**config.mk**
```make
export PLATFORM = sky130hd
export DESIGN_NAME = usb_sync_eop_detector_flat
export DESIGN_NICKNAME = d
export VERILOG_FILES = /design/src/rtl/usb_sync_eop_detector_pkg.sv /design/src/rtl/usb_sync_eop_detector_if.sv /design/src/rtl/usb_eop_detector.sv /design/src/rtl/usb_sync_eop_detector.sv /design/src/flat_wrapper.sv
export SDC_FILE = /design/constraint.sdc
export NUM_CORES = 1
export LEC_CHECK = 0
export ABC_AREA = 1
export CAP_MARGIN = 20
export CORE_ASPECT_RATIO = 0.8
export CORE_MARGIN = 1
export CORE_UTILIZATION = 55
export CTS_BUF_LIST = sky130_fd_sc_hd__clkbuf_8
export DETAILED_ROUTE_END_ITERATION = 12
export GPL_ROUTABILITY_DRIVEN = 0
export PLACE_DENSITY = 0.71
export RECOVER_POWER = 25
export REMOVE_ABC_BUFFERS = 1
export SLEW_MARGIN = 25
export SYNTH_ARGS = -nofsm -noshare
export SYNTH_HDL_FRONTEND = slang
export SYNTH_HIERARCHICAL = 1
export SYNTH_SLANG_ARGS = --single-unit
```
**constraint.sdc**
```tcl
create_clock -name clk -period 2.1 [get_ports clk]
set_input_delay 0.42 -clock clk [delete_from_list [all_inputs] [get_ports clk]]
set_output_delay 0.42 -clock clk [all_outputs]
set_load 0.005 [all_outputs]
```
**src/rtl/usb_sync_eop_detector_pkg.sv**
```systemverilog
// Purpose : shared line-state encodings, error codes, framer state enum and
//           EOP decision record for the USB receive line-state framer.
// Ports   : none (package).
package usb_sync_eop_detector_pkg;

  // Sampled line state as produced by the sampler/DPLL.
  typedef enum logic [1:0] {
    LS_SE0 = 2'b00,
    LS_J   = 2'b01,
    LS_K   = 2'b10,
    LS_SE1 = 2'b11
  } line_state_e;

  // Abort reasons reported alongside rx_err.
  typedef enum logic [1:0] {
    ERR_NONE       = 2'b00,
    ERR_SE1        = 2'b01,
    ERR_SE0_GLITCH = 2'b10,
    ERR_TIMEOUT    = 2'b11
  } err_code_e;

  // Framer states.
  typedef enum logic [1:0] {
    ST_IDLE   = 2'b00,
    ST_HUNT   = 2'b01,
    ST_ACTIVE = 2'b10,
    ST_EOP    = 2'b11
  } rx_state_e;

  // Decision for the current symbol while in EOP. All-zero means another
  // SE0 arrived and the end-of-packet window is still open.
  typedef struct packed {
    logic eop_ok;  // J after a long enough SE0 run
    logic glitch;  // SE0 run too short, or K where J was expected
    logic se1;     // illegal SE1 inside EOP
  } eop_dec_t;

  // J and K carry data; SE0 and SE1 are line conditions.
  function automatic logic is_data(input logic [1:0] ls);
    return (ls == LS_J) || (ls == LS_K);
  endfunction

endpackage

```
**src/rtl/usb_sync_eop_detector_if.sv**
```systemverilog
// Purpose : symbol input and framing status bundle between sampler side
//           (master) and the framer (slave).
// Ports   : sym_valid/line_state (master->slave); rx_active, sync_det,
//           eop_det, rx_err, err_code (slave->master).
interface usb_sync_eop_detector_if;
  logic       sym_valid;
  logic [1:0] line_state;
  logic       rx_active;
  logic       sync_det;
  logic       eop_det;
  logic       rx_err;
  logic [1:0] err_code;

  modport master (
    output sym_valid, line_state,
    input  rx_active, sync_det, eop_det, rx_err, err_code
  );

  modport slave (
    input  sym_valid, line_state,
    output rx_active, sync_det, eop_det, rx_err, err_code
  );
endinterface

```
**src/rtl/usb_eop_detector.sv**
```systemverilog
// Purpose : counts consecutive SE0 symbols of an end-of-packet and classifies
//           the symbol that terminates the run (valid EOP, glitch or SE1).
// Ports   : clk, reset (async active-low); i_start loads the run with the
//           first SE0, i_eval advances on a symbol in EOP; i_line_state is
//           the current symbol; o_dec is the combinational decision.
module usb_eop_detector
  import usb_sync_eop_detector_pkg::*;
#(
  parameter int EOP_LEN = 2
) (
  input  logic       clk,
  input  logic       reset,
  input  logic       i_start,
  input  logic       i_eval,
  input  logic [1:0] i_line_state,
  output eop_dec_t   o_dec
);

  // Wide enough to hold EOP_LEN; the counter saturates at all-ones, which is
  // always >= EOP_LEN, so a long SE0 run never wraps back below threshold.
  localparam int              SE0_W   = (EOP_LEN < 2) ? 1 : $clog2(EOP_LEN + 1);
  localparam logic [SE0_W-1:0] SE0_MAX = '1;
  localparam logic [SE0_W-1:0] EOP_THR = SE0_W'(EOP_LEN);

  logic [SE0_W-1:0] r_se0;
  logic             w_long;

  always_ff @(posedge clk or negedge reset) begin
    if (!reset) begin
      r_se0 <= '0;
    end else if (i_start) begin
      // The SE0 that leaves ACTIVE is the first symbol of the run.
      r_se0 <= SE0_W'(1);
    end else if (i_eval) begin
      if (i_line_state == LS_SE0) begin
        if (r_se0 != SE0_MAX) r_se0 <= r_se0 + 1'b1;
      end else begin
        r_se0 <= '0;
      end
    end
  end

  assign w_long = (r_se0 >= EOP_THR);

  always_comb begin
    o_dec = '0;
    case (i_line_state)
      LS_J:    begin
        o_dec.eop_ok = w_long;
        o_dec.glitch = !w_long;
      end
      LS_K:    o_dec.glitch = 1'b1;
      LS_SE1:  o_dec.se1    = 1'b1;
      default: o_dec        = '0;
    endcase
  end

endmodule

```
**src/rtl/usb_sync_eop_detector.sv**
```systemverilog
// Purpose : USB receive line-state framer: hunts for SYNC, holds rx_active
//           over the packet body, closes on EOP and flags SE1 / SE0 glitch /
//           overlong-packet aborts. All outputs registered, one cycle after
//           the triggering sym_valid.
// Ports   : clk, reset (async active-low), bus (slave modport: sym_valid,
//           line_state in; rx_active, sync_det, eop_det, rx_err, err_code out).
module usb_sync_eop_detector
  import usb_sync_eop_detector_pkg::*;
#(
  parameter int MIN_ALT = 7,
  parameter int RUN_W   = 5,
  parameter int EOP_LEN = 2,
  parameter int MAX_PKT = 8192,
  parameter int PKT_W   = 14
) (
  input  logic                    clk,
  input  logic                    reset,
  usb_sync_eop_detector_if.slave  bus
);

  localparam logic [RUN_W-1:0] MIN_ALT_C = RUN_W'(MIN_ALT);
  localparam logic [PKT_W-1:0] MAX_PKT_C = PKT_W'(MAX_PKT);

  rx_state_e        r_state;
  logic [RUN_W-1:0] r_run;
  logic [1:0]       r_last;
  logic [PKT_W-1:0] r_pkt;
  logic             r_rx_active;
  logic             r_sync_det;
  logic             r_eop_det;
  logic             r_rx_err;
  err_code_e        r_err_code;

  logic             w_vld;
  logic [1:0]       w_sym;
  logic             w_is_data;
  logic [RUN_W-1:0] w_run_inc;
  logic [PKT_W-1:0] w_pkt_inc;
  logic             w_timeout;
  logic             w_eop_start;
  logic             w_eop_eval;
  eop_dec_t         w_dec;

  assign w_vld     = bus.sym_valid;
  assign w_sym     = bus.line_state;
  assign w_is_data = is_data(w_sym);

  // Saturating increments: counters never wrap.
  assign w_run_inc = (r_run == '1) ? r_run : r_run + 1'b1;
  assign w_pkt_inc = (r_pkt == '1) ? r_pkt : r_pkt + 1'b1;

  // The data symbol that brings the body count to MAX_PKT aborts the packet
  // instead of being counted as ordinary payload.
  assign w_timeout = w_is_data && (w_pkt_inc >= MAX_PKT_C);

  assign w_eop_start = w_vld && (r_state == ST_ACTIVE) && (w_sym == LS_SE0);
  assign w_eop_eval  = w_vld && (r_state == ST_EOP);

  usb_eop_detector #(
    .EOP_LEN (EOP_LEN)
  ) u_eop (
    .clk          (clk),
    .reset        (reset),
    .i_start      (w_eop_start),
    .i_eval       (w_eop_eval),
    .i_line_state (w_sym),
    .o_dec        (w_dec)
  );

  always_ff @(posedge clk or negedge reset) begin
    if (!reset) begin
      r_state     <= ST_IDLE;
      r_run       <= '0;
      r_last      <= LS_SE0;
      r_pkt       <= '0;
      r_rx_active <= 1'b0;
      r_sync_det  <= 1'b0;
      r_eop_det   <= 1'b0;
      r_rx_err    <= 1'b0;
      r_err_code  <= ERR_NONE;
    end else begin
      // Pulses last one cycle; rx_active and err_code hold.
      r_sync_det <= 1'b0;
      r_eop_det  <= 1'b0;
      r_rx_err   <= 1'b0;

      if (w_vld) begin
        unique case (r_state)
          ST_IDLE: begin
            if (w_is_data) begin
              r_state <= ST_HUNT;
              r_run   <= RUN_W'(1);
              r_last  <= w_sym;
            end
          end

          ST_HUNT: begin
            if (!w_is_data) begin
              // SE0/SE1 during hunting is line noise, not a packet error.
              r_state <= ST_IDLE;
              r_run   <= '0;
            end else if (w_sym != r_last) begin
              r_run  <= w_run_inc;
              r_last <= w_sym;
            end else if ((w_sym == LS_K) && (r_run >= MIN_ALT_C)) begin
              // Second K of the K,K that closes SYNC.
              r_state     <= ST_ACTIVE;
              r_run       <= '0;
              r_pkt       <= '0;
              r_rx_active <= 1'b1;
              r_sync_det  <= 1'b1;
            end else begin
              // Repeated symbol breaks the alternation; it starts a new run.
              r_run <= RUN_W'(1);
            end
          end

          ST_ACTIVE: begin
            if (w_timeout) begin
              r_state     <= ST_IDLE;
              r_rx_active <= 1'b0;
              r_rx_err    <= 1'b1;
              r_err_code  <= ERR_TIMEOUT;
            end else if (w_is_data) begin
              r_pkt <= w_pkt_inc;
            end else if (w_sym == LS_SE0) begin
              r_state <= ST_EOP;
            end else begin
              r_state     <= ST_IDLE;
              r_rx_active <= 1'b0;
              r_rx_err    <= 1'b1;
              r_err_code  <= ERR_SE1;
            end
          end

          ST_EOP: begin
            if (w_dec.eop_ok) begin
              r_state     <= ST_IDLE;
              r_rx_active <= 1'b0;
              r_eop_det   <= 1'b1;
            end else if (w_dec.se1) begin
              r_state     <= ST_IDLE;
              r_rx_active <= 1'b0;
              r_rx_err    <= 1'b1;
              r_err_code  <= ERR_SE1;
            end else if (w_dec.glitch) begin
              r_state     <= ST_IDLE;
              r_rx_active <= 1'b0;
              r_rx_err    <= 1'b1;
              r_err_code  <= ERR_SE0_GLITCH;
            end
          end
        endcase
      end
    end
  end

  assign bus.rx_active = r_rx_active;
  assign bus.sync_det  = r_sync_det;
  assign bus.eop_det   = r_eop_det;
  assign bus.rx_err    = r_rx_err;
  assign bus.err_code  = r_err_code;

endmodule

```
**src/flat_wrapper.sv**
```systemverilog
// flat-port wrapper written by rule: the top's interface ports become plain ports
module usb_sync_eop_detector_flat import usb_sync_eop_detector_pkg::*;
#(
  parameter int MIN_ALT = 7,
  parameter int RUN_W   = 5,
  parameter int EOP_LEN = 2,
  parameter int MAX_PKT = 8192,
  parameter int PKT_W   = 14
)
  (clk, reset, bus_sym_valid, bus_line_state, bus_rx_active, bus_sync_det, bus_eop_det, bus_rx_err, bus_err_code);
  usb_sync_eop_detector_if bus_i ();
  input  logic clk;
  input  logic reset;
  input wire logic [$bits(bus_i.sym_valid)-1:0] bus_sym_valid;
  input wire logic [$bits(bus_i.line_state)-1:0] bus_line_state;
  output wire logic [$bits(bus_i.rx_active)-1:0] bus_rx_active;
  output wire logic [$bits(bus_i.sync_det)-1:0] bus_sync_det;
  output wire logic [$bits(bus_i.eop_det)-1:0] bus_eop_det;
  output wire logic [$bits(bus_i.rx_err)-1:0] bus_rx_err;
  output wire logic [$bits(bus_i.err_code)-1:0] bus_err_code;
  assign bus_i.sym_valid = bus_sym_valid;
  assign bus_i.line_state = bus_line_state;
  assign bus_rx_active = bus_i.rx_active;
  assign bus_sync_det = bus_i.sync_det;
  assign bus_eop_det = bus_i.eop_det;
  assign bus_rx_err = bus_i.rx_err;
  assign bus_err_code = bus_i.err_code;
  usb_sync_eop_detector #(.MIN_ALT(MIN_ALT), .RUN_W(RUN_W), .EOP_LEN(EOP_LEN), .MAX_PKT(MAX_PKT), .PKT_W(PKT_W)) u_core (.clk(clk), .reset(reset), .bus(bus_i));
endmodule
```
Word level (Yosys, flattened, before mapping)
Index checks and enable logic that the tools add are counted.

Output and inout port bits: 6. Bits in registers: 31. Input bits: 5. Word-level logic and storage cells: 131.

Multiplexer cells: 68. Order comparisons: 3. $add $sub $neg: 3. Eq/ne operators: 26. Reductions and logical operators: 21.

Operator list (count): 2-to-1 mux 14 bit (6); 2-to-1 mux 2 bit (23); case mux 14 bit (2 select lines) (1); 2-to-1 mux 1 bit (27); 2-to-1 mux 5 bit (4); inequality test 3 bit, second input constant (5); adder 14 x 1 -> 14 bit, second input constant (1); equality test 14 bit, second input constant (1); >= comparator 14 bit, second input constant (1); AND reduction 6 bit (2); inequality test 2 x 1 -> 1 bit, second input constant (5); case mux 5 bit (2 select lines) (1); equality test 2 bit, second input constant (4); inequality test 2 bit, second input constant (4); inequality test 4 bit, second input constant (2); case mux 2 bit (2 select lines) (2); case mux 2 bit (4 select lines) (1); AND reduction 8 bit (1); nonzero test 2 bit (4); AND reduction 7 bit (1); adder 5 x 1 -> 5 bit, second input constant (1); equality test 5 bit, second input constant (1); >= comparator 5 x 3 -> 1 bit, second input constant (1); logical AND 1 bit (5); 14 further kinds (17).

Logic depth before layout (Yosys ltp)
Gate-level depths: netlist of the first run.

Word-level depth: 8. Mapped depth: 14. Gate-level depth less buffers: 14.

Cells and area by module
The synthesis of the first run kept the hierarchy.

Modules (own cells, without submodules): usb_sync_eop_detector (area each 1914.3 um2, cells each 265, instances 1); usb_eop_detector (area each 219.0 um2, cells each 29, instances 1).

Worst setup path after synthesis of the first run
Ideal clock, no wire load.

Kind: reg2reg. From: register u_core.r_pkt[0]. To: register u_core.r_pkt[0]. Path slack: 294 ps. Library setup time: 74 ps. Path buffers: 1. Clock period less this slack: 1806 ps. Arrival: 1732 ps. Cell stages (with the launch flop): 13. Cells stage by stage: dfrtp_1 ha_1 nand3_1 nor2_2 nand4_4 nand2_2 nand2_2 nand2_2 nand2_2 nand2_4 buf_6 nand2_1 o21ai_2.

Word-level cells in the longest chain between the ends: 6. Elaborated cells between the ends (all ways): 10. Those cells by class: 1 x add/sub; 1 x order compare; 2 x eq/ne; 4 x mux; 2 x reduce/logical.

Ends and longest elaborated chain: start: declaration (RTL line usb_sync_eop_detector.sv:27) `logic [PKT_W-1:0] r_pkt;`; start signal: assignment (RTL line usb_sync_eop_detector.sv:125) `r_pkt <= w_pkt_inc;`; adder 14 x 1 -> 14 bit or equality test 14 bit (tied branches) (RTL line usb_sync_eop_detector.sv:50) `assign w_pkt_inc = (r_pkt == '1) ? r_pkt : r_pkt + 1'b1;`; 2-to-1 mux 14 bit * (RTL line usb_sync_eop_detector.sv:50); >= comparator 14 bit (RTL line usb_sync_eop_detector.sv:54) `assign w_timeout = w_is_data && (w_pkt_inc >= MAX_PKT_C);`; logical AND 1 bit (RTL line usb_sync_eop_detector.sv:54); inequality test 2 bit (no line); AND reduction 7 bit (no line).

Mark *: on every way between the ends. The rest lies on a longest branch, timed or not. The select of a mux whose other input is x is not followed. A chain may end at the register's enable or synchronous reset.

==> results of run 1 <==
==> report_power, final <==
part,switching [mW],internal (mW)
registers,0.115,0.726
clock network,0.211,0.294
logic,0.619,0.474
==> metal layers <==
layer	global-route usage, %	share of wire, %
met1	37.4	53
met2	35.4	41
met3	5.22	5.5
met4	3.36	0.48
met5	0	0
==> sequential cells by signal (all words and copies together), names as in the netlist <==
register              flops
u_core/bus.rx_active      1
u_core/r_last             2
u_core/bus.rx_err         1
u_core/u_eop/r_se0        2
u_core/bus.eop_det        1
u_core/r_state            2
u_core/bus.sync_det       1
u_core/r_pkt             14
u_core/bus.err_code       2
u_core/r_run              5
==> repair_timing <==
action | in CTS | in global routing
setup endpoints to repair | 1 | 14
setup buffers | 0 | 0
pin swaps | 0 | 2
gates resized for setup | 1 | 5
hold buffers | 0 | 0
endpoints found under the hold margin | 0 | 0
==> cells in the final DEF (no fill, tap or decap), types with 4 or more instances in the layout <==
master	instances
or2_2	5
a21oi_1	5
clkbuf_8	7
nor2_2	5
buf_4	22
o21ai_0	6
nor2_1	24
inv_2	7
nand4_1	4
nand2_1	86
nor3_1	4
o21ai_1	9
ha_1	11
dfrtp_1	31
clkdlybuf4s50_1	8
nand2_2	7
nand3_1	23
inv_1	30
o21ai_2	9
a31oi_1	4
==> worst max-delay path, stage by stage <==
cell and delay (ps):
clkdlybuf4s50_1 490, buf_4 140, inv_1 60, ha_1 280, inv_1 50, nor2_1 30, nor2_1 140, nand3_1 120
nand3_1 100, nor2_1 40, nand2_1 120, nor2_1 50, a21oi_1 110
==> kinds of logic after synthesis <==
group                      count (synthesis)
AOI/OAI and AO/OA                         38
xor gates and xnor gates                   4
adders and majority gates                 12
buffers and inverters                     42
DFF                                       31
and+or+nand+nor                          167
==> final timing paths <==
check / end / slack, ps / cells past startpoint
max: u_core/r_state[1] / 130 / 13
min reg2reg: u_core/bus.err_code[1] / 470 / 2
min: u_core/bus.err_code[1] / 470 / 2
min in group asynchronous: u_core/r_pkt[11] / 740 / 2
max in group asynchronous: u_core/r_pkt[5] / 880 / 2
max reg2reg: u_core/r_pkt[6] / 220 / 12
==> area by class of cell <==
cell class	instances	area share [%]
clock inverters	1	0.145
multi-input cells	221	46.6
flip-flops and latches	31	30.0
inverters	37	5.37
well taps	42	2.03
repair buffers	35	12.1
clock buffers	7	3.73
==> stage by stage <==
stage	power, mW	std cells
2_1_floorplan	1.47	289
3_3_place_gp	1.90	366
3_5_place_dp	1.92	366
4_1_cts	2.44	374
5_1_grt	2.64	374
6_report	2.44	374
==> results.sh, run 1 <==
export IMPL_maxCapViolCount=0
export IMPL_seq_area_sq_um=776
export IMPL_ir_drop_mv=0.581
export IMPL_drt_first_pass_iters=6
export IMPL_synth_area_leaders="dfrtp_1, nand2_1, ha_1"
export IMPL_crit_type="primary input to flip-flop"
export IMPL_r2r_start="u_core/r_pkt[1]"
export IMPL_min_period_ps=1970
export IMPL_fmax_ghz=0.508
export IMPL_initialDrtViolationCount=114
export IMPL_synth_compound_area_share_pct=11.3
export IMPL_gr_total_overflow=0
export IMPL_final_cell_area_sq_um=2580
export IMPL_place_ws_ps=-260
export IMPL_grt_pass1_vias=1772
export IMPL_die_h_um=57.7
export IMPL_synth_xor_area_share_pct=1.64
export IMPL_synth_most_common_cell="nand2_1"
export IMPL_power_density_nw_per_um2=943
export IMPL_grt_max_degree=32
export IMPL_antenna_found_initial=0
export IMPL_end_kind="flip-flop"
export IMPL_synth_common_cells="nand2_1, dfrtp_1, inv_1"
export IMPL_skew_ps=3.39
export IMPL_synth_enable_flop_cells=0
export IMPL_row_count=19
export IMPL_grt_pass1_wl_mm=7.91
export IMPL_synth_simple_area_share_pct=35.5
export IMPL_ys_seq_area_share_pct=36.4
export IMPL_syn_inst=294
export IMPL_cts_root_buf="clkbuf_8"
export IMPL_synth_seq_cells=31
export IMPL_synth_area_per_cell_sq_um=7.26
export IMPL_io_buffers=10
export IMPL_fill_cells=295
export IMPL_postLayoutCoreUtil_pct=72.5
export IMPL_dieArea_sq_um=4130
export IMPL_hp_start="u_core/bus.err_code[1]"
export IMPL_antenna_cells=0
export IMPL_synth_area_sq_um=2130
export IMPL_cts_tree="built"
export IMPL_worst_slack_ps=130
export IMPL_remaining_drc_errors=0
export IMPL_worst_pin_slew_ps=758
export IMPL_synthAdderAreaFrac_pct=7.04
export IMPL_start_util_pct=59.8
export IMPL_clk_pin_slew_ps=60
export IMPL_min_path_type="flip-flop to flip-flop"
export IMPL_synth_cell_type_count=33
export IMPL_period_share_pct=93.8
export IMPL_cp_required_ps=2300
export IMPL_muxShareOfSynthArea_pct=0
export IMPL_via_per_inst=5.14
export IMPL_synth_top_area_cell="dfrtp_1"
export IMPL_worst_setup_path_start_kind="primary input"
export IMPL_yosys_area_top_type_share_pct=36.4
export IMPL_dieWidth_um=71.6
export IMPL_status="finished clean"
export IMPL_crit_start="bus_line_state[0]"
export IMPL_wl_per_cell_um=11.8
export IMPL_slew_limit_headroom_pct=49.5
export IMPL_final_hold_viol_count=0
export IMPL_final_setup_viol_count=0
export IMPL_synth_top_family_by_area="simple AND/OR/NAND/NOR gates"
export IMPL_cts_max_level=2
export IMPL_final_nets=348
export IMPL_synth_ff_type="dfrtp_1"
export IMPL_insertion_delay_ps=270
export IMPL_critPathMaxFanout=4
export IMPL_cts_max_path_buffers=2
export IMPL_whs_ps=474
export IMPL_io_pin_count=11
export IMPL_area_delta_synth_final_pct=21.2
export IMPL_numCtsBuffers=5
export IMPL_cts_sinks=31
export IMPL_multiInputGateArea_sq_um=1200
export IMPL_coreArea_sq_um=3570
export IMPL_postSynth_asyncResetShare_pct=100
export IMPL_hpwlAfterDp_mm=3.41
export IMPL_layout_drive_gt1_share_pct=21.7
export IMPL_route_vias_total=1922
export IMPL_critPathArrivalTime_ps=2170
export IMPL_yosysWarnings=6
export IMPL_drtAntennaViolNets=0
export IMPL_rsz0062_at_grt="false"
export IMPL_power_leakage_nw=1.28
export IMPL_drt_wl_total_mm=4.41
export IMPL_place_area_sq_um=2460
export IMPL_drv_slew=0
export IMPL_gr_usage_all_layers_pct=24.2
export IMPL_setup_tns_ps=0
No activity file was read; power rests on OpenSTA's default activity.
==> inputs of run 2 (changes only) <==
Settings changed: CTS_BUF_LIST sky130_fd_sc_hd__clkbuf_8 to unset.
Clock period 2.1 ns to 2 ns, I/O delays scaled along.
==> run 2 against run 1 <==
Against the previous run:
- non-clock buffer count grew 2
- final area is 0.34% lower
- die area unchanged
- critical path type is now flip-flop to flip-flop
- clock-buffer cell count fell by 1
- critical endpoint is now u_core/r_pkt[8]
==> results.sh, run 2 (synthesized netlist as in run 1, its figures left out) <==
export IMPL_regMostFlops="u_core/r_pkt"
export IMPL_whs_ps=473
export IMPL_final_setup_viol_count=0
export IMPL_coreArea_sq_um=3570
export IMPL_worst_slack_ps=139
export IMPL_period_share_pct=93.0
export IMPL_reg2reg_depth=12
export IMPL_worst_setup_path_start_kind="flip-flop"
export IMPL_drv_slew=0
export IMPL_wl_per_cell_um=11.6
export IMPL_place_ws_ps=-405
export IMPL_worst_pin_slew_ps=766
export IMPL_critPathMaxFanout=11
export IMPL_slew_limit_headroom_pct=49.0
export IMPL_grt_max_degree=32
export IMPL_cts_max_level=2
export IMPL_drt_wl_total_mm=4.33
export IMPL_cts_sinks=31
export IMPL_route_vias_total=1918
export IMPL_min_period_ps=1860
export IMPL_largest_reg_flops=14
export IMPL_status="finished clean"
export IMPL_postCtsSetupRepairBufs=0
export IMPL_fill_cells=316
export IMPL_min_path_type="flip-flop to flip-flop"
export IMPL_r2r_setup_slack_ps=140
export IMPL_insertion_delay_ps=270
export IMPL_fmax_ghz=0.537
export IMPL_cts_max_path_buffers=2
export IMPL_initialDrtViolationCount=172
export IMPL_clk_pin_slew_ps=60
export IMPL_dieArea_sq_um=4130
export IMPL_grt_pass1_wl_mm=7.49
export IMPL_final_hold_viol_count=0
export IMPL_cp_required_ps=2200
export IMPL_area_delta_synth_final_pct=20.8
export IMPL_dieWidth_um=71.6
export IMPL_gr_usage_all_layers_pct=23.5
export IMPL_power_density_nw_per_um2=952
export IMPL_power_leakage_nw=1.28
export IMPL_r2r_end="u_core/r_pkt[8]"
export IMPL_drt_first_pass_iters=7
export IMPL_hpwlAfterDp_mm=3.39
export IMPL_io_buffers=10
export IMPL_via_per_inst=5.13
export IMPL_end_kind="flip-flop"
export IMPL_holdPathEnd="u_core/bus.err_code[1]"
export IMPL_hp_start="u_core/bus.err_code[1]"
export IMPL_final_cell_area_sq_um=2580
export IMPL_antenna_cells=0
export IMPL_ir_drop_mv=0.626
export IMPL_drtAntennaViolNets=0
export IMPL_final_nets=350
export IMPL_postLayoutCoreUtil_pct=72.2
export IMPL_layout_drive_gt1_share_pct=21.4
export IMPL_io_pin_count=11
export IMPL_r2r_start="u_core/r_pkt[1]"
export IMPL_antenna_found_initial=0
export IMPL_skew_ps=7.26
export IMPL_grt_pass1_vias=1638
export IMPL_critPathArrivalTime_ps=2060
export IMPL_maxCapViolCount=0
export IMPL_hold_path_cell_count=2
export IMPL_reg_top3="u_core/r_pkt x14, u_core/r_run x5"
export IMPL_layout_cells_most_common="nand2_1"
export IMPL_gr_total_overflow=0
export IMPL_cts_tree="built"
export IMPL_cts_root_buf="clkbuf_8"
export IMPL_final_cell_mix="nand2_1, dfrtp_1, inv_1"
export IMPL_start_util_pct=59.8
export IMPL_place_area_sq_um=2480
export IMPL_remaining_drc_errors=0
export IMPL_cts_hold_buf=0
export IMPL_row_count=19
export IMPL_die_h_um=57.7
export IMPL_crit_type="flip-flop to flip-flop"
export IMPL_numCtsBuffers=5
-- run 2: how the worst max path moves through the flow --
stage / slack, ps / endpoint / from
6_report: 140 / u_core/r_pkt[8] / u_core/r_pkt[1]
5_1_grt: -10 / u_core/bus.err_code[0] / u_core/r_pkt[1]
4_1_cts: 40 / u_core/r_pkt[8] / bus_line_state[0]
3_5_place_dp: -400 / u_core/r_run[3] / bus_line_state[0]
3_3_place_gp: -240 / u_core/r_run[3] / bus_line_state[0]
2_1_floorplan: -2 / u_core/r_pkt[12] / u_core/r_pkt[0]
-- run 2: worst max-delay path, stage by stage, from the launching register on --
cell and delay, ps:
dfrtp_1 400, ha_1 200, nand3_1 210, nor2_4 210, nand4_4 110, nand2_2 110
nand2_2 60, nand2_2 60, nand2_2 60, nand2_4 90, buf_12 140, nand2_1 70
o21ai_2 60
-- run 2: area by class of cell --
cell class	instances	area, sq um	area share [%]
multi-input cells	221	1200	46.8
flip-flops and latches	31	777	30.2
repair buffers	37	330	12.8
inverters	37	139	5.39
clock buffers	6	72.6	2.82
well taps	42	52.6	2.04
-- run 2: what timing repair did --
item                                    CTS  global route
endpoints found under the setup margin    2            21
resized for setup                         2             5
hold endpoints to repair                  0             0
pin swaps                                 1             2
-- run 2: power by group --
group	internal, mW	switching, mW
clock network	0.231	0.203
logic	0.499	0.639
registers	0.763	0.117
-- run 2: routing by layer --
layer | vias up | global-route usage, % | routed length (um)
met5 | - | 0 | 0
met4 | 0 | 7.00 | 25
met2 | 35 | 32.5 | 1770
met1 | 865 | 36.6 | 2320
met3 | 2 | 5.22 | 221
li1 | 1016 | - | -
-- run 2: per-stage QoR --
step / total power [mW] / cells / TNS [ps]
floorplan: 1.54 / 289 / -8.92
global placement: 2.00 / 368 / -4510
detailed placement: 2.01 / 368 / -5400
CTS: 2.47 / 374 / 0
global route: 2.68 / 374 / -42.2
finish: 2.45 / 374 / 0
==> inputs of run 3 (changes only) <==
Settings changed: CORE_UTILIZATION 55 to 60, PLACE_DENSITY 0.71 to 0.77.
==> run 3 against run 2 <==
Against the previous run:
- die area decreased by 8.1%
- clock power increased by 24%
- register-to-register slack better by 30 ps
- clock skew is 1.5 ps lower
- global-route usage grew 6.3 points
- sequential share of layout area is 1.2 points lower
- non-clock buffer count grew 5
- worst setup slack improved by 29 ps
- power up 9.7%
- first-iteration DRC count down 17%
- sequential power increased by 0.8%
- critical path type unchanged
==> results.sh, run 3 (synthesized netlist as in run 1, its figures left out) <==
export IMPL_min_period_ps=1830
export IMPL_placedCellCount=371
export IMPL_postCtsSetupRepairBufs=0
export IMPL_io_buffers=10
export IMPL_layout_cells_most_common="nand2_1"
export IMPL_reg_top3="u_core/r_pkt x14, u_core/r_run x5"
export IMPL_end_kind="flip-flop"
export IMPL_cp_required_ps=2160
export IMPL_dieWidth_um=68.7
export IMPL_ir_drop_mv=1.14
export IMPL_cts_root_buf="clkbuf_8"
export IMPL_route_vias_total=2005
export IMPL_status="finished clean"
export IMPL_die_h_um=55.3
export IMPL_antenna_found_initial=0
export IMPL_holdPathEnd="u_core/bus.err_code[0]"
export IMPL_reg2reg_depth=14
export IMPL_critPathArrivalTime_ps=1990
export IMPL_grt_pass1_vias=1846
export IMPL_cts_tree="built"
export IMPL_layout_drive_gt1_share_pct=27.4
export IMPL_dieArea_sq_um=3800
export IMPL_antenna_cells=0
export IMPL_p_sw_mw=1.07
export IMPL_gr_usage_all_layers_pct=29.9
export IMPL_drtAntennaViolNets=0
export IMPL_start_util_pct=65.8
export IMPL_seqPwrFrac_pct=33.0
export IMPL_clk_pin_slew_ps=60
export IMPL_wl_met3_um=342
export IMPL_worst_setup_path_start_kind="flip-flop"
export IMPL_wl_per_cell_um=13.3
export IMPL_grt_max_degree=32
export IMPL_grt_pass1_wl_mm=8.42
export IMPL_cts_sinks=31
export IMPL_stdcell_count=379
export IMPL_insertion_delay_ps=270
export IMPL_cts_max_level=2
export IMPL_drv_slew=0
export IMPL_cts_max_path_buffers=2
export IMPL_dr_wl_met2_mm=2.18
export IMPL_fmax_ghz=0.546
export IMPL_r2r_start="u_core/r_pkt[4]"
export IMPL_final_nets=355
export IMPL_final_hold_viol_count=0
export IMPL_gr_total_overflow=0
export IMPL_regMostFlops="u_core/r_pkt"
export IMPL_numCtsBuffers=5
export IMPL_netSwitchingFraction_pct=39.8
export IMPL_row_count=18
export IMPL_crit_type="flip-flop to flip-flop"
export IMPL_drt_first_pass_iters=4
export IMPL_comb_power_share_pct=47.0
export IMPL_maxCapViolCount=0
export IMPL_final_cell_mix="nand2_1, dfrtp_1, inv_1"
export IMPL_coreArea_sq_um=3240
export IMPL_rsz0062_at_grt="false"
export IMPL_min_path_type="flip-flop to flip-flop"
export IMPL_power_leakage_nw=1.32
export IMPL_final_cell_area_sq_um=2690
export IMPL_critPathMaxFanout=9
export IMPL_worst_pin_slew_ps=774
export IMPL_m1WireLength_mm=2.49
export IMPL_largest_reg_flops=14
export IMPL_slew_limit_headroom_pct=48.4
export IMPL_fill_cells=228
export IMPL_hpwlAfterDp_mm=3.70
export IMPL_postLayoutCoreUtil_pct=82.9
export IMPL_place_area_sq_um=2510
export IMPL_clock_power_share_pct=20.0
export IMPL_hold_path_cell_count=2
export IMPL_p_total_mw=2.69
export IMPL_remaining_drc_errors=0
export IMPL_final_setup_viol_count=0
export IMPL_area_delta_synth_final_pct=26.0
export IMPL_r2r_setup_slack_ps=170
export IMPL_io_pin_count=11
export IMPL_power_density_nw_per_um2=1000
export IMPL_hp_start="u_core/bus.err_code[0]"
export IMPL_via_per_inst=5.29
export IMPL_drt_wl_total_mm=5.03
export IMPL_top_layer_used="met4"
export IMPL_period_share_pct=91.6
export IMPL_r2r_end="u_core/r_pkt[10]"
export IMPL_internal_power_mw=1.62
export IMPL_skew_ps=5.80
export IMPL_initialDrtViolationCount=142
## run 3: what timing repair did
action / 4_1_cts / 5_1_grt
setup endpoints to repair: 19 / 23
hold buffers: 0 / 0
gates resized for setup: 3 / 19
endpoints found under the hold margin: 0 / 0
pin swaps: 0 / 5
## run 3: critical path, cell delays in order (launching register included)
cell,delay [ps]
dfrtp_1,420
nand2_1,120
nor2_2,180
nand2_2,100
nor2_1,110
nand2_1,60
nand2_2,80
nand2_2,60
nand2_2,70
nand2_2,50
nand2_2,80
nand2_4,80
buf_12,150
nand2_1,80
o21ai_2,60
## run 3: layer usage
layer | up-vias | global-route usage [%]
met5 | - | 0
li1 | 1031 | -
met4 | 0 | 5.36
met2 | 64 | 43.0
met3 | 2 | 7.23
met1 | 908 | 45.1
## run 3: worst max-delay path by stage
stage	start	to	slack (ps)
final	u_core/r_pkt[4]	u_core/r_pkt[10]	170
after global routing	u_core/r_pkt[1]	u_core/r_state[1]	40
after CTS	bus_line_state[1]	u_core/r_run[3]	8
after detailed placement	bus_line_state[0]	u_core/r_run[3]	-300
after global placement	bus_line_state[0]	u_core/r_run[3]	-280
after floorplan	u_core/r_pkt[0]	u_core/r_pkt[12]	-2
## run 3: final cells by class
| cell class | count | area [sq um] | share of cell area [%] |
|---|---|---|---|
| flip-flops and latches | 31 | 778 | 28.9 |
| well taps | 40 | 50.0 | 1.86 |
| repair buffers | 42 | 375 | 14.0 |
| clock buffers | 8 | 100 | 3.72 |
| inverters | 37 | 139 | 5.17 |
| multi-input cells | 221 | 1250 | 46.3 |
## run 3: power groups by stage
stage	logic, mW	registers [mW]	clock network (mW)
floorplan	0.661	0.879	0
global placement	1.14	0.887	0
detailed placement	1.18	0.890	0
CTS	1.21	0.880	0.551
global route	1.41	0.908	0.582
finish	1.27	0.887	0.537
## run 3: stage by stage
step	TNS (ps)	hold WS, ps	setup WS [ps]
after global routing	0	527	38.7
after floorplan	-8.92	104	-2.30
after CTS	0	483	8.44
final	0	479	169
after global placement	-5190	460	-285
after detailed placement	-6260	467	-303
